**config.mk**
```make
export PLATFORM = sky130hd
export DESIGN_NAME = multi_clk_div_flat
export DESIGN_NICKNAME = d
export VERILOG_FILES = /design/src/rtl/multi_clk_div_if.sv /design/src/rtl/multi_clk_div.sv /design/src/flat_wrapper.sv
export SDC_FILE = /design/constraint.sdc
export NUM_CORES = 1
export LEC_CHECK = 0
export ABC_AREA = 1
export CORE_MARGIN = 4
export CORE_UTILIZATION = 40
export DETAILED_ROUTE_END_ITERATION = 8
export PLACE_DENSITY_LB_ADDON = 0.15
export SYNTH_ARGS = -nofsm -noshare
export SYNTH_HDL_FRONTEND = slang
export SYNTH_SLANG_ARGS = --single-unit
export TNS_END_PERCENT = 20
```
**constraint.sdc**
```tcl
create_clock -name clk -period 2.2 [get_ports clk]
set_input_delay 0.66 -clock clk [delete_from_list [all_inputs] [get_ports clk]]
set_output_delay 0.66 -clock clk [all_outputs]
set_load 0.01 [all_outputs]
```
**src/rtl/multi_clk_div_if.sv**
```systemverilog
// Control and status bundle for the multi-channel clock divider.
// The master drives enables, sync and config writes; the slave returns the divided clocks and status.
interface multi_clk_div_if #(
   parameter  int unsigned NUM_CH = 4,
   parameter  int unsigned CNT_W  = 32,
   localparam int unsigned CH_W   = (NUM_CH > 1) ? $clog2(NUM_CH) : 1
);
   logic [NUM_CH-1:0] en;
   logic              sync;
   logic              cfg_we;
   logic [CH_W-1:0]   cfg_ch;
   logic [CNT_W-1:0]  cfg_half;
   logic [NUM_CH-1:0] divided_clk;
   logic [NUM_CH-1:0] tick;
   logic [NUM_CH-1:0] cfg_pending;

   modport master (
      output en, sync, cfg_we, cfg_ch, cfg_half,
      input  divided_clk, tick, cfg_pending
   );

   modport slave (
      input  en, sync, cfg_we, cfg_ch, cfg_half,
      output divided_clk, tick, cfg_pending
   );
endinterface

```
**src/rtl/multi_clk_div.sv**
```systemverilog
// Multi-channel programmable clock divider / tick generator.
// Each channel toggles divided_clk every H+1 enabled cycles; new H is shadowed and applied at a period boundary.
module multi_clk_div #(
   parameter  int unsigned NUM_CH       = 4,
   parameter  int unsigned CNT_W        = 32,
   parameter  int unsigned DEFAULT_HALF = 4999999,
   localparam int unsigned CH_W         = (NUM_CH > 1) ? $clog2(NUM_CH) : 1
) (
   input  logic           clk,
   input  logic           rst_n,
   multi_clk_div_if.slave bus
);

   localparam logic [CNT_W-1:0] RST_HALF = CNT_W'(DEFAULT_HALF);

   logic [CNT_W-1:0]  cnt_q    [NUM_CH];
   logic [CNT_W-1:0]  cnt_d    [NUM_CH];
   logic [CNT_W-1:0]  active_q [NUM_CH];
   logic [CNT_W-1:0]  active_d [NUM_CH];
   logic [CNT_W-1:0]  shadow_q [NUM_CH];
   logic [CNT_W-1:0]  shadow_d [NUM_CH];
   logic [NUM_CH-1:0] dclk_q, dclk_d;
   logic [NUM_CH-1:0] tick_q, tick_d;
   logic [NUM_CH-1:0] pend_q, pend_d;
   logic [NUM_CH-1:0] wr_hit_c;
   logic [NUM_CH-1:0] term_c;

   // Out-of-range channel indices never match, so such writes are dropped.
   always_comb begin
      wr_hit_c = '0;
      term_c   = '0;
      for (int unsigned i = 0; i < NUM_CH; i++) begin
         wr_hit_c[i] = bus.cfg_we && (bus.cfg_ch == CH_W'(i));
         term_c[i]   = bus.en[i] && (cnt_q[i] == active_q[i]) && !bus.sync;
      end
   end

   // Per-channel next state; sync overrides everything, then enabled counting, then frozen.
   always_comb begin
      dclk_d = dclk_q;
      tick_d = '0;
      pend_d = pend_q;
      for (int unsigned i = 0; i < NUM_CH; i++) begin
         cnt_d[i]    = cnt_q[i];
         active_d[i] = active_q[i];
         shadow_d[i] = wr_hit_c[i] ? bus.cfg_half : shadow_q[i];

         if (bus.sync) begin
            cnt_d[i]    = '0;
            dclk_d[i]   = 1'b0;
            active_d[i] = wr_hit_c[i] ? bus.cfg_half : shadow_q[i];
            pend_d[i]   = 1'b0;
         end else if (term_c[i]) begin
            // Boundary uses the shadow as it stood before any same-cycle write.
            cnt_d[i]    = '0;
            dclk_d[i]   = ~dclk_q[i];
            tick_d[i]   = ~dclk_q[i];
            active_d[i] = shadow_q[i];
            pend_d[i]   = wr_hit_c[i];
         end else if (bus.en[i]) begin
            cnt_d[i]    = cnt_q[i] + CNT_W'(1);
            pend_d[i]   = pend_q[i] | wr_hit_c[i];
         end else if (wr_hit_c[i]) begin
            active_d[i] = bus.cfg_half;
            pend_d[i]   = 1'b0;
         end
      end
   end

   always_ff @(posedge clk or negedge rst_n) begin
      if (!rst_n) begin
         for (int unsigned i = 0; i < NUM_CH; i++) begin
            cnt_q[i]    <= '0;
            active_q[i] <= RST_HALF;
            shadow_q[i] <= RST_HALF;
         end
         dclk_q <= '0;
         tick_q <= '0;
         pend_q <= '0;
      end else begin
         for (int unsigned i = 0; i < NUM_CH; i++) begin
            cnt_q[i]    <= cnt_d[i];
            active_q[i] <= active_d[i];
            shadow_q[i] <= shadow_d[i];
         end
         dclk_q <= dclk_d;
         tick_q <= tick_d;
         pend_q <= pend_d;
      end
   end

   assign bus.divided_clk = dclk_q;
   assign bus.tick        = tick_q;
   assign bus.cfg_pending = pend_q;

endmodule

```
**src/flat_wrapper.sv**
```systemverilog
// flat-port wrapper written by rule: the top's interface ports become plain ports
module multi_clk_div_flat 
#(
   parameter  int unsigned NUM_CH       = 4,
   parameter  int unsigned CNT_W        = 32,
   parameter  int unsigned DEFAULT_HALF = 4999999,
   localparam int unsigned CH_W         = (NUM_CH > 1) ? $clog2(NUM_CH) : 1
)
  (clk, rst_n, bus_en, bus_sync, bus_cfg_we, bus_cfg_ch, bus_cfg_half, bus_divided_clk, bus_tick, bus_cfg_pending);
  multi_clk_div_if #(.NUM_CH(NUM_CH), .CNT_W(CNT_W)) bus_i ();
  input  logic clk;
  input  logic rst_n;
  input wire logic [$bits(bus_i.en)-1:0] bus_en;
  input wire logic [$bits(bus_i.sync)-1:0] bus_sync;
  input wire logic [$bits(bus_i.cfg_we)-1:0] bus_cfg_we;
  input wire logic [$bits(bus_i.cfg_ch)-1:0] bus_cfg_ch;
  input wire logic [$bits(bus_i.cfg_half)-1:0] bus_cfg_half;
  output wire logic [$bits(bus_i.divided_clk)-1:0] bus_divided_clk;
  output wire logic [$bits(bus_i.tick)-1:0] bus_tick;
  output wire logic [$bits(bus_i.cfg_pending)-1:0] bus_cfg_pending;
  assign bus_i.en = bus_en;
  assign bus_i.sync = bus_sync;
  assign bus_i.cfg_we = bus_cfg_we;
  assign bus_i.cfg_ch = bus_cfg_ch;
  assign bus_i.cfg_half = bus_cfg_half;
  assign bus_divided_clk = bus_i.divided_clk;
  assign bus_tick = bus_i.tick;
  assign bus_cfg_pending = bus_i.cfg_pending;
  multi_clk_div #(.NUM_CH(NUM_CH), .CNT_W(CNT_W), .DEFAULT_HALF(DEFAULT_HALF)) u_core (.clk(clk), .rst_n(rst_n), .bus(bus_i));
endmodule
```
==> qor.yml, run 1 <==
antenna_found_initial: 0
fin_skew_ps: 15.46
utilization_pct: 49.81
cp.required_ps: 1540
gr-total-overflow: 0
drive_above_1_share_pct: 15.22
start_util_pct: 40.41
grt_pass1_vias: 22290
cpMaxStageDelayCell: "clkdlybuf4s50_1"
path_max_fanout: 2
period_minus_slack_ps: 2143
maxCapViolations: 0
clk_path_buf_depth: 3
gp_congestion: 0.9523
startpoint_type: "register"
fin_nets: 3889
path_depth: 1
slowest_delay_ps: 540
status: "complete, no violations"
io_buffers: 53
syn_inst: 3575
firstDrtPassIters: 5
post-dp-hpwl_mm: 56.86
via_per_inst: 5.060
reg2reg_slack_ps: 70
die_x_um: 252.4
postRouteWirelength_mm: 79.47
mostFrequentLayoutCells: "nand2_1 (1391), nor2_1 (468), inv_1 (301)"
crit_chain: "clkdlybuf4s50_1"
die_h_um: 252.4
io_pins: 54
syn_area_mm2: 0.02389
r2r_start: "u_core.active_q[104]"
cp-startpoint: "u_core.bus.cfg_pending[3]"
drt-initial-drc-count: 1995
syn-num-nets: 3621
critPathCaptureType: "primary output"
root_buffer: "clkbuf_16"
grt_use_total_pct: 24.86
ant_nets: 0
cp_top_family: "buffers and inverters"
ys_types: 45
cts_made_buffers: 48
setup_slack_ps: 57.24
cp_data_arrival_time_ps: 1480
p_sw_w: 0.006163
fp.dieArea_mm2: 0.06371
r2r-end: "u_core.active_q[121]"
postSynthAreaPerCell_um2: 6.683
yosys_warnings: 0
seq_area_frac_synth_pct: 42.02
hold_path_class: "register to register"
endpoint: "bus_cfg_pending[3]"
synthArstFlopShare_pct: 100.0
drc: 0
combPwrFrac_pct: 18.2
worst_slew_pin_slew_ps: 520.2
hold_viol: 0
pwr-share-seq_pct: 43.1
cp_num_buf_inv: 1
setup_violations: 0
fp-row-count: 89
power_density_mw_per_mm2: 701.6
tns_ps: 0
wire_per_inst_um: 17.07
area_growth_pct: 23.27
clock_latency_ps: 600
h-tree-depth: 2
place_ws_ps: -450.2
grt_pass1_wl_mm: 126.8
grt_max_degree: 58
fin_crit_sh_pct: 97.40
r2r_cells: 15
coreArea_mm2: 0.05913
rsz0062_at_grt: "yes"
cts_tree: "yes"
power.internal_w: 0.01450
vias: 23560
synth-edff-count: 0
placed_cells: 4556
ir_worst_vdd_uv: 568.2
power_frac_clock_pct: 38.7
ys_ff_latch: 396
clkTransAtPathRegs_ps: 60
clock_sinks: 396
path_class: "register to primary output"
p_leak_nw: 14.74
antenna_cells: 0
relSlewSlack_pct: 65.21
drv_slew: 0
final_common_cell: "nand2_1"
synthFlopType: "dfrtp_1"
switching_share_pct: 29.83
max_freq_mhz: 466.7
finalNonFillerCells: 4656
-- registers in the layout, indices dropped and copies added (netlist names) --
signal,flops
u_core.active_q,128
u_core.cnt_q,128
u_core.shadow_q,128
u_core.bus.cfg_pending,4
u_core.bus.divided_clk,4
u_core.bus.tick,4
-- routing by layer --
metal / global-route usage, % / routed length (um)
met2: 38.69 / 35260
met5: 0 / 0
met3: 3.324 / 4782
met1: 36.09 / 36960
met4: 7.971 / 2467
-- power groups by stage --
stage	sequential [W]	combinational, W	clock, W
2_1_floorplan	0.00874	0.00222	0
3_3_place_gp	0.00898	0.00369	0
3_5_place_dp	0.00899	0.00372	0
4_1_cts	0.00888	0.00374	0.00818
5_1_grt	0.00898	0.00428	0.00850
6_report	0.00890	0.00377	0.00800
-- worst register-to-register path, delay by kind of cell, from the launching register on --
| kind | cells | cell delay (ps) |
|---|---|---|
| and+or+nand+nor | 11 | 970 |
| DFF | 1 | 590 |
| buffers and inverters | 4 | 470 |
-- cells in the mapped netlist (10+ instances only) --
library cell / count / share of area, %
inv_1: 302 / 4.7
nand4_1: 175 / 4.6
xnor2_1: 34 / 1.2
a21oi_1: 43 / 0.90
dfrtp_1: 292 / 31
inv_2: 19 / 0.30
clkbuf_2: 15 / 0.31
nor4_1: 17 / 0.45
nor3b_1: 10 / 0.31
nand2_1: 1394 / 22
nor3_1: 57 / 1.2
nor2_1: 491 / 7.7
clkbuf_1: 104 / 1.6
dfstp_2: 104 / 11
o21ai_0: 48 / 1.0
nand3_1: 290 / 6.1
xor2_1: 54 / 2.0
buf_2: 39 / 0.82
-- what timing repair did --
item / CTS / global route
resized for setup: 6 / 48
setup buffers: 0 / 8
pin swaps: 0 / 7
hold endpoints to repair: 14 / 0
endpoints found under the setup margin: 6 / 120
hold buffers: 1 / 0
gates cloned: 0 / 1
-- worst min-delay path by stage --
stage / from / endpoint / cells after the start
2_1_floorplan: rst_n / u_core.active_q[102] / 0
3_3_place_gp: u_core.active_q[64] / u_core.active_q[64] / 2
3_5_place_dp: u_core.active_q[64] / u_core.active_q[64] / 2
4_1_cts: u_core.active_q[64] / u_core.active_q[64] / 2
5_1_grt: u_core.active_q[83] / u_core.active_q[83] / 2
6_report: u_core.active_q[64] / u_core.active_q[64] / 2
-- logic make-up after synthesis --
| kind of cell | count (synthesis) | synth area share [%] |
|---|---|---|
| DFF | 396 | 42.02 |
| xor gates and xnor gates | 88 | 3.226 |
| AOI/OAI and AO/OA | 119 | 2.755 |
| buffers and inverters | 500 | 8.373 |
| adders and majority gates | 4 | 0.2095 |
| and+or+nand+nor | 2468 | 43.42 |
-- stage by stage --
| stage | hold WS (ps) | total power (W) | area (um^2) |
|---|---|---|---|
| floorplan | 364.4 | 0.01096 | 23890 |
| global placement | 456.3 | 0.01267 | 27640 |
| detailed placement | 460.4 | 0.01271 | 27640 |
| CTS | 468.4 | 0.02080 | 29220 |
| global route | 488.2 | 0.02176 | 29450 |
| finish | 467.8 | 0.02066 | 29450 |
-- cell type report --
| class | count | area [um^2] |
|---|---|---|
| Clock buffer | 82 | 1461 |
| Clock inverter | 8 | 103.9 |
| Fill cell | 6016 | 29680 |
| Inverter | 322 | 1221 |
| Multi-Input combinational cell | 2679 | 11980 |
| Sequential cell | 396 | 10040 |
| Tap cell | 773 | 967.2 |
| Timing Repair Buffer | 396 | 3675 |
No activity file was read; power rests on OpenSTA's default activity.
==> run 2, diff against run 1 <==
--- a/config.mk
+++ b/config.mk
@@ -9,7 +9,7 @@
 export CORE_MARGIN = 4
 export CORE_UTILIZATION = 40
 export DETAILED_ROUTE_END_ITERATION = 8
-export PLACE_DENSITY_LB_ADDON = 0.15
+export SLEW_MARGIN = 20
 export SYNTH_ARGS = -nofsm -noshare
 export SYNTH_HDL_FRONTEND = slang
 export SYNTH_SLANG_ARGS = --single-unit
==> run 2 against run 1 <==
Against the previous run:
- via count increased by 0.58%
- worst setup slack better by 16 ps
- core utilization did not move
- fmax up 0.75%
==> qor.yml, run 2 (synthesis results as in run 1) <==
via_per_inst: 5.108  # +0.95%
multiInputGateArea_mm2: 0.01201  # +0.19%
fin_nets: 3873  # -0.41%
io_buffers: 53  # unchanged
cts_tree: "yes"
rsz0062_at_grt: "yes"
hold_viol: 0  # unchanged
fp.dieArea_mm2: 0.06371  # unchanged
reg_top3: "u_core.active_q: 128 flops, u_core.cnt_q: 128 flops, u_core.shadow_q: 128 flops"
firstDrtPassIters: 5  # unchanged
drc: 0  # unchanged
io_pins: 54  # unchanged
period_minus_slack_ps: 2127  # -15.91 ps
mostFrequentLayoutCells: "nand2_1 (1391), nor2_1 (473), inv_1 (302)"
place_ws_ps: -522.3  # -72.05 ps
maxCapViolations: 0  # unchanged
cpMaxStageDelayCell: "clkdlybuf4s50_1"
critPathCaptureType: "register"
start_util_pct: 40.41  # unchanged
startpoint_type: "input pin"
die_x_um: 252.4  # unchanged
clk_path_buf_depth: 3  # unchanged
relSlewSlack_pct: 65.12  # -0.091 points
drt-initial-drc-count: 2076  # +4.1%
drv_slew: 0  # unchanged
root_buffer: "clkbuf_16"
path_class: "input pin to register"
seq_area_mm2: 0.01005  # about the same
vias: 23690  # +0.58%
finalNonFillerCells: 4639  # -0.37%
coreArea_mm2: 0.05913  # unchanged
crit_chain: "clkdlybuf4s50_1, inv_1, a21oi_1, nand4_1, nor2_1, nand3_4, nand3_4, buf_12, buf_4, nand2_1, nor2_1, nor2_1"
ir_worst_vdd_uv: 620.5  # +9.2%
antenna_found_initial: 0  # unchanged
final_common_cell: "nand2_1"
h-tree-depth: 2  # unchanged
slowest_delay_ps: 560  # +20 ps
clock_latency_ps: 600  # about the same
post-dp-hpwl_mm: 55.44  # -2.5%
cp_num_buf_inv: 4  # +3
drive_above_1_share_pct: 15.05  # -0.17 points
power_density_mw_per_mm2: 714.2  # +1.8%
gp_congestion: 0.9559  # +0.38%
clkTransAtPathRegs_ps: 60  # about the same
cp_data_arrival_time_ps: 2600  # +1120 ps
die_h_um: 252.4  # unchanged
p_leak_nw: 14.67  # -0.48%
wire_per_inst_um: 16.86  # -1.2%
setup_violations: 0  # unchanged
fp-row-count: 89  # unchanged
postRouteWirelength_mm: 78.22  # -1.6%
grt_use_total_pct: 24.08  # -0.77 points
area_growth_pct: 23.27  # unchanged
total_power_w: 0.02104  # +1.8%
path_max_fanout: 13  # +11
max_freq_mhz: 470.2  # +0.75%
cts_made_buffers: 47  # -2.1%
ant_nets: 0  # unchanged
placed_cells: 4542  # -0.31%
status: "complete, no violations"
grt_pass1_vias: 22180  # -0.49%
gr-total-overflow: 0  # unchanged
setup_slack_ps: 73.15  # +15.91 ps
hold_path_class: "register to register"
worst_slew_pin_slew_ps: 523.2  # +2.993 ps
cp.required_ps: 2670  # +1130 ps
fin_crit_sh_pct: 96.68  # -0.72 points
grt_pass1_wl_mm: 123.3  # -2.8%
final.fill_count: 5963  # -0.88%
antenna_cells: 0  # unchanged
cpMostUsedCell: "nor2_1"
fin_skew_ps: 25.21  # +9.748 ps
cp_top_family: "buffers and inverters"
clock_sinks: 396  # unchanged
grt_max_degree: 70  # +21%
[run 2: layout make-up]
type | instances | share of cell area (%)
flip-flops and latches | 396 | 34.11
repair buffers | 381 | 12.13
clock buffers | 69 | 4.652
multi-input cells | 2679 | 40.76
inverters | 322 | 4.146
well taps | 773 | 3.284
clock inverters | 19 | 0.9176
[run 2: where the power goes]
group          switching [W]  total, W  internal, W
Clock                0.00336   0.00838      0.00503
Sequential          0.000635   0.00888      0.00824
Combinational        0.00224   0.00378      0.00154
Total                0.00623    0.0210       0.0148
[run 2: through the flow]
step,hold slack (ps),util (%),TNS [ps],area (um^2)
floorplan,364.4,-,0,23890
global placement,457.8,46.59,-80650,27550
detailed placement,469.3,46.59,-91290,27550
CTS,473.8,49.36,0,29190
global route,486.0,49.81,-217.2,29450
finish,471.9,49.81,0,29450
[run 2: path summary, 6_finish.rpt]
check / start / to / slack [ps] / depth (start not counted)
worst min register to register: u_core.active_q[0] / u_core.active_q[0] / 470 / 2
min in group asynchronous: rst_n / u_core.cnt_q[106] / 540 / 2
max in group asynchronous: rst_n / u_core.shadow_q[83] / 930 / 3
worst max register to register: u_core.active_q[51] / u_core.active_q[63] / 100 / 15
worst min-delay path: u_core.active_q[0] / u_core.active_q[0] / 470 / 2
worst max-delay path: bus_en[2] / u_core.active_q[63] / 70 / 12
[run 2: per-layer routing]
layer	GRT usage [%]	vias to the layer above	routed length, um
met4	5.610	0	1783
met5	0	-	0
met3	4.847	109	5388
met1	34.41	11100	35790
met2	37.95	686	35260
li1	-	11800	-
[run 2: what timing repair did]
action | 4_1_cts | 5_1_grt
gates cloned | 0 | 4
endpoints found under the setup margin | 9 | 172
resized for setup | 9 | 44
endpoints found under the hold margin | 20 | 0
pin swaps | 0 | 11
buffers inserted | 0 | 4
hold buffers | 1 | 0
[run 2: worst min-delay path, stage by stage (launching register included)]
cell and delay (ps):
dfstp_2 370, nand2_1 50, nand2_1 50
==> run 3, diff against run 2 <==
--- a/config.mk
+++ b/config.mk
@@ -9,6 +9,8 @@
 export CORE_MARGIN = 4
 export CORE_UTILIZATION = 40
 export DETAILED_ROUTE_END_ITERATION = 8
+export REMOVE_ABC_BUFFERS = 1
+export SETUP_SLACK_MARGIN = 0.5
 export SLEW_MARGIN = 20
 export SYNTH_ARGS = -nofsm -noshare
 export SYNTH_HDL_FRONTEND = slang
==> run 3 against run 2 <==
Against the previous run:
- register-to-register slack hardly changed
- global-route usage is 0.32 points higher
- sequential power hardly changed
- clock-buffer cell count is 6 higher
- final cell count is 1.0% higher
- power is 1.0% higher
- clock skew is 13 ps lower
- worst hold slack hardly changed
- die area stayed put
- largest power group unchanged
==> qor.yml, run 3 (synthesis results as in run 1) <==
status: "complete, no violations"
fp.dieArea_mm2: 0.06371  # unchanged
hold_viol: 0  # unchanged
cts_tree: "yes"
die_x_um: 252.4  # unchanged
via_per_inst: 5.152  # +0.86%
design_area_mm2: 0.03101  # +5.3%
startpoint_type: "register"
p_leak_nw: 15.26  # +4.0%
ant_nets: 0  # unchanged
clock_sinks: 396  # unchanged
power_density_mw_per_mm2: 685.3  # -4.0%
drive_above_1_share_pct: 22.08  # +7.0 points
relSlewSlack_pct: 67.34  # +2.2 points
wire_per_inst_um: 17.31  # +2.6%
start_util_pct: 40.41  # unchanged
gr-total-overflow: 0  # unchanged
drt-initial-drc-count: 2343  # +13%
fin_nets: 3921  # +1.2%
final_common_cell: "nand2_1"
clkTransAtPathRegs_ps: 60  # about the same
drc: 0  # unchanged
hold_path_class: "register to register"
critPathCaptureType: "register"
path_class: "register to register"
cts_made_buffers: 46  # -2.1%
h-tree-depth: 2  # unchanged
rsz0062_at_grt: "yes"
coreArea_mm2: 0.05913  # unchanged
antenna_found_initial: 0  # unchanged
post-dp-hpwl_mm: 54.83  # -1.1%
cp_data_arrival_time_ps: 2580  # -20 ps
grt_pass1_wl_mm: 124.7  # +1.2%
grt_max_degree: 70  # unchanged
max_freq_mhz: 477.0  # +1.4%
setup_violations: 0  # unchanged
area_growth_pct: 29.80
fin_crit_sh_pct: 95.30  # -1.4 points
vias: 24140  # +1.9%
clock_latency_ps: 590  # about the same
antenna_cells: 0  # unchanged
reg_top3: "u_core.active_q: 128 flops, u_core.cnt_q: 128 flops, u_core.shadow_q: 128 flops"
gp_congestion: 0.9671  # +1.2%
clk_path_buf_depth: 3  # unchanged
total_power_w: 0.02125  # +1.0%
cp.required_ps: 2680  # about the same
grt_pass1_vias: 22110  # -0.36%
fin_skew_ps: 11.81  # -13.40 ps
worst_slew_pin_slew_ps: 489.9  # -33.31 ps
mostFrequentLayoutCells: "nand2_1 (1302), nor2_1 (396), inv_1 (290)"
placed_area_mm2: 0.02730  # -0.89%
ir_worst_vdd_uv: 508.5  # -18%
die_h_um: 252.4  # unchanged
maxCapViolations: 0  # unchanged
firstDrtPassIters: 6  # +1
drv_slew: 0  # unchanged
postRouteWirelength_mm: 81.10  # +3.7%
period_minus_slack_ps: 2097  # -30.27 ps
io_buffers: 53  # unchanged
fp-row-count: 89  # unchanged
grt_use_total_pct: 24.40  # +0.32 points
io_pins: 54  # unchanged
root_buffer: "clkbuf_16"
path_max_fanout: 7  # -6
tns_ps: 0  # unchanged
## run 3: area by class of cell
class | instances | area, um^2
clock buffer | 75 | 1444
fill | 5734 | 28120
timing repair inverter | 1 | 7.507
sequential | 396 | 10070
inverter | 322 | 1229
multi-input combinational | 2680 | 12860
timing repair buffer | 428 | 4303
clock inverter | 11 | 140.1
tap | 773 | 967.2
## run 3: per-layer routing
| metal | wire [um] | up-vias | share of wire, % | global-route usage [%] |
|---|---|---|---|---|
| met5 | 0 | - | 0 | 0 |
| met2 | 36470 | 678 | 45 | 37.99 |
| li1 | - | 11920 | - | - |
| met4 | 2336 | 0 | 2.9 | 6.926 |
| met3 | 4579 | 137 | 5.6 | 3.344 |
| met1 | 37710 | 11410 | 46 | 35.73 |
## run 3: worst paths after layout
kind                                             endpoint  slack, ps  cells past startpoint                 from
max in group asynchronous             u_core.active_q[36]        900                      4                rst_n
worst max register to register        u_core.active_q[57]        100                     15  u_core.active_q[41]
worst min register to register         u_core.active_q[0]        470                      2   u_core.active_q[0]
worst max-delay path                  u_core.active_q[57]        100                     15  u_core.active_q[41]
worst min-delay path                   u_core.active_q[0]        470                      2   u_core.active_q[0]
min in group asynchronous       u_core.bus.divided_clk[1]        520                      2                rst_n
## run 3: stage by stage
step	util (%)	hold WS (ps)	setup slack (ps)	instances
after floorplan	-	364.4	-2521	3397
after global placement	46.17	455.3	-427.4	4522
after detailed placement	46.17	463.4	-424.7	4522
after CTS	49.43	475.3	166.3	4627
after global routing	52.45	493.0	31.94	4686
final	52.45	472.3	103.4	4686
## run 3: timing repair
item                                   4_1_cts  5_1_grt
buffers inserted                            15       36
pin swaps                                   14      135
hold buffers                                 1        0
gates resized for setup                    111      308
gates cloned                                 3       23
endpoints found under the hold margin       14        0
setup endpoints to repair                  283      341
## run 3: power by group
group | leakage, nW | internal [W] | switching [W]
Sequential | 4.87 | 0.00824 | 0.000657
Combinational | 9.61 | 0.00177 | 0.00246
Clock | 0.777 | 0.00483 | 0.00329
Total | 15.3 | 0.0148 | 0.00641
## run 3: critical path, stage by stage (launching register included)
cell       delay [ps]
dfstp_2           580
inv_2              40
nand2_2            60
nand2_1            50
nor2_1            120
nand2_2           100
inv_2              70
nand2_2            60
nor2_4            130
nand3_4           110
nand3_4           190
buf_12            130
clkbuf_16         150
nand2_1            50
nor2_1             80
nor2_1             40
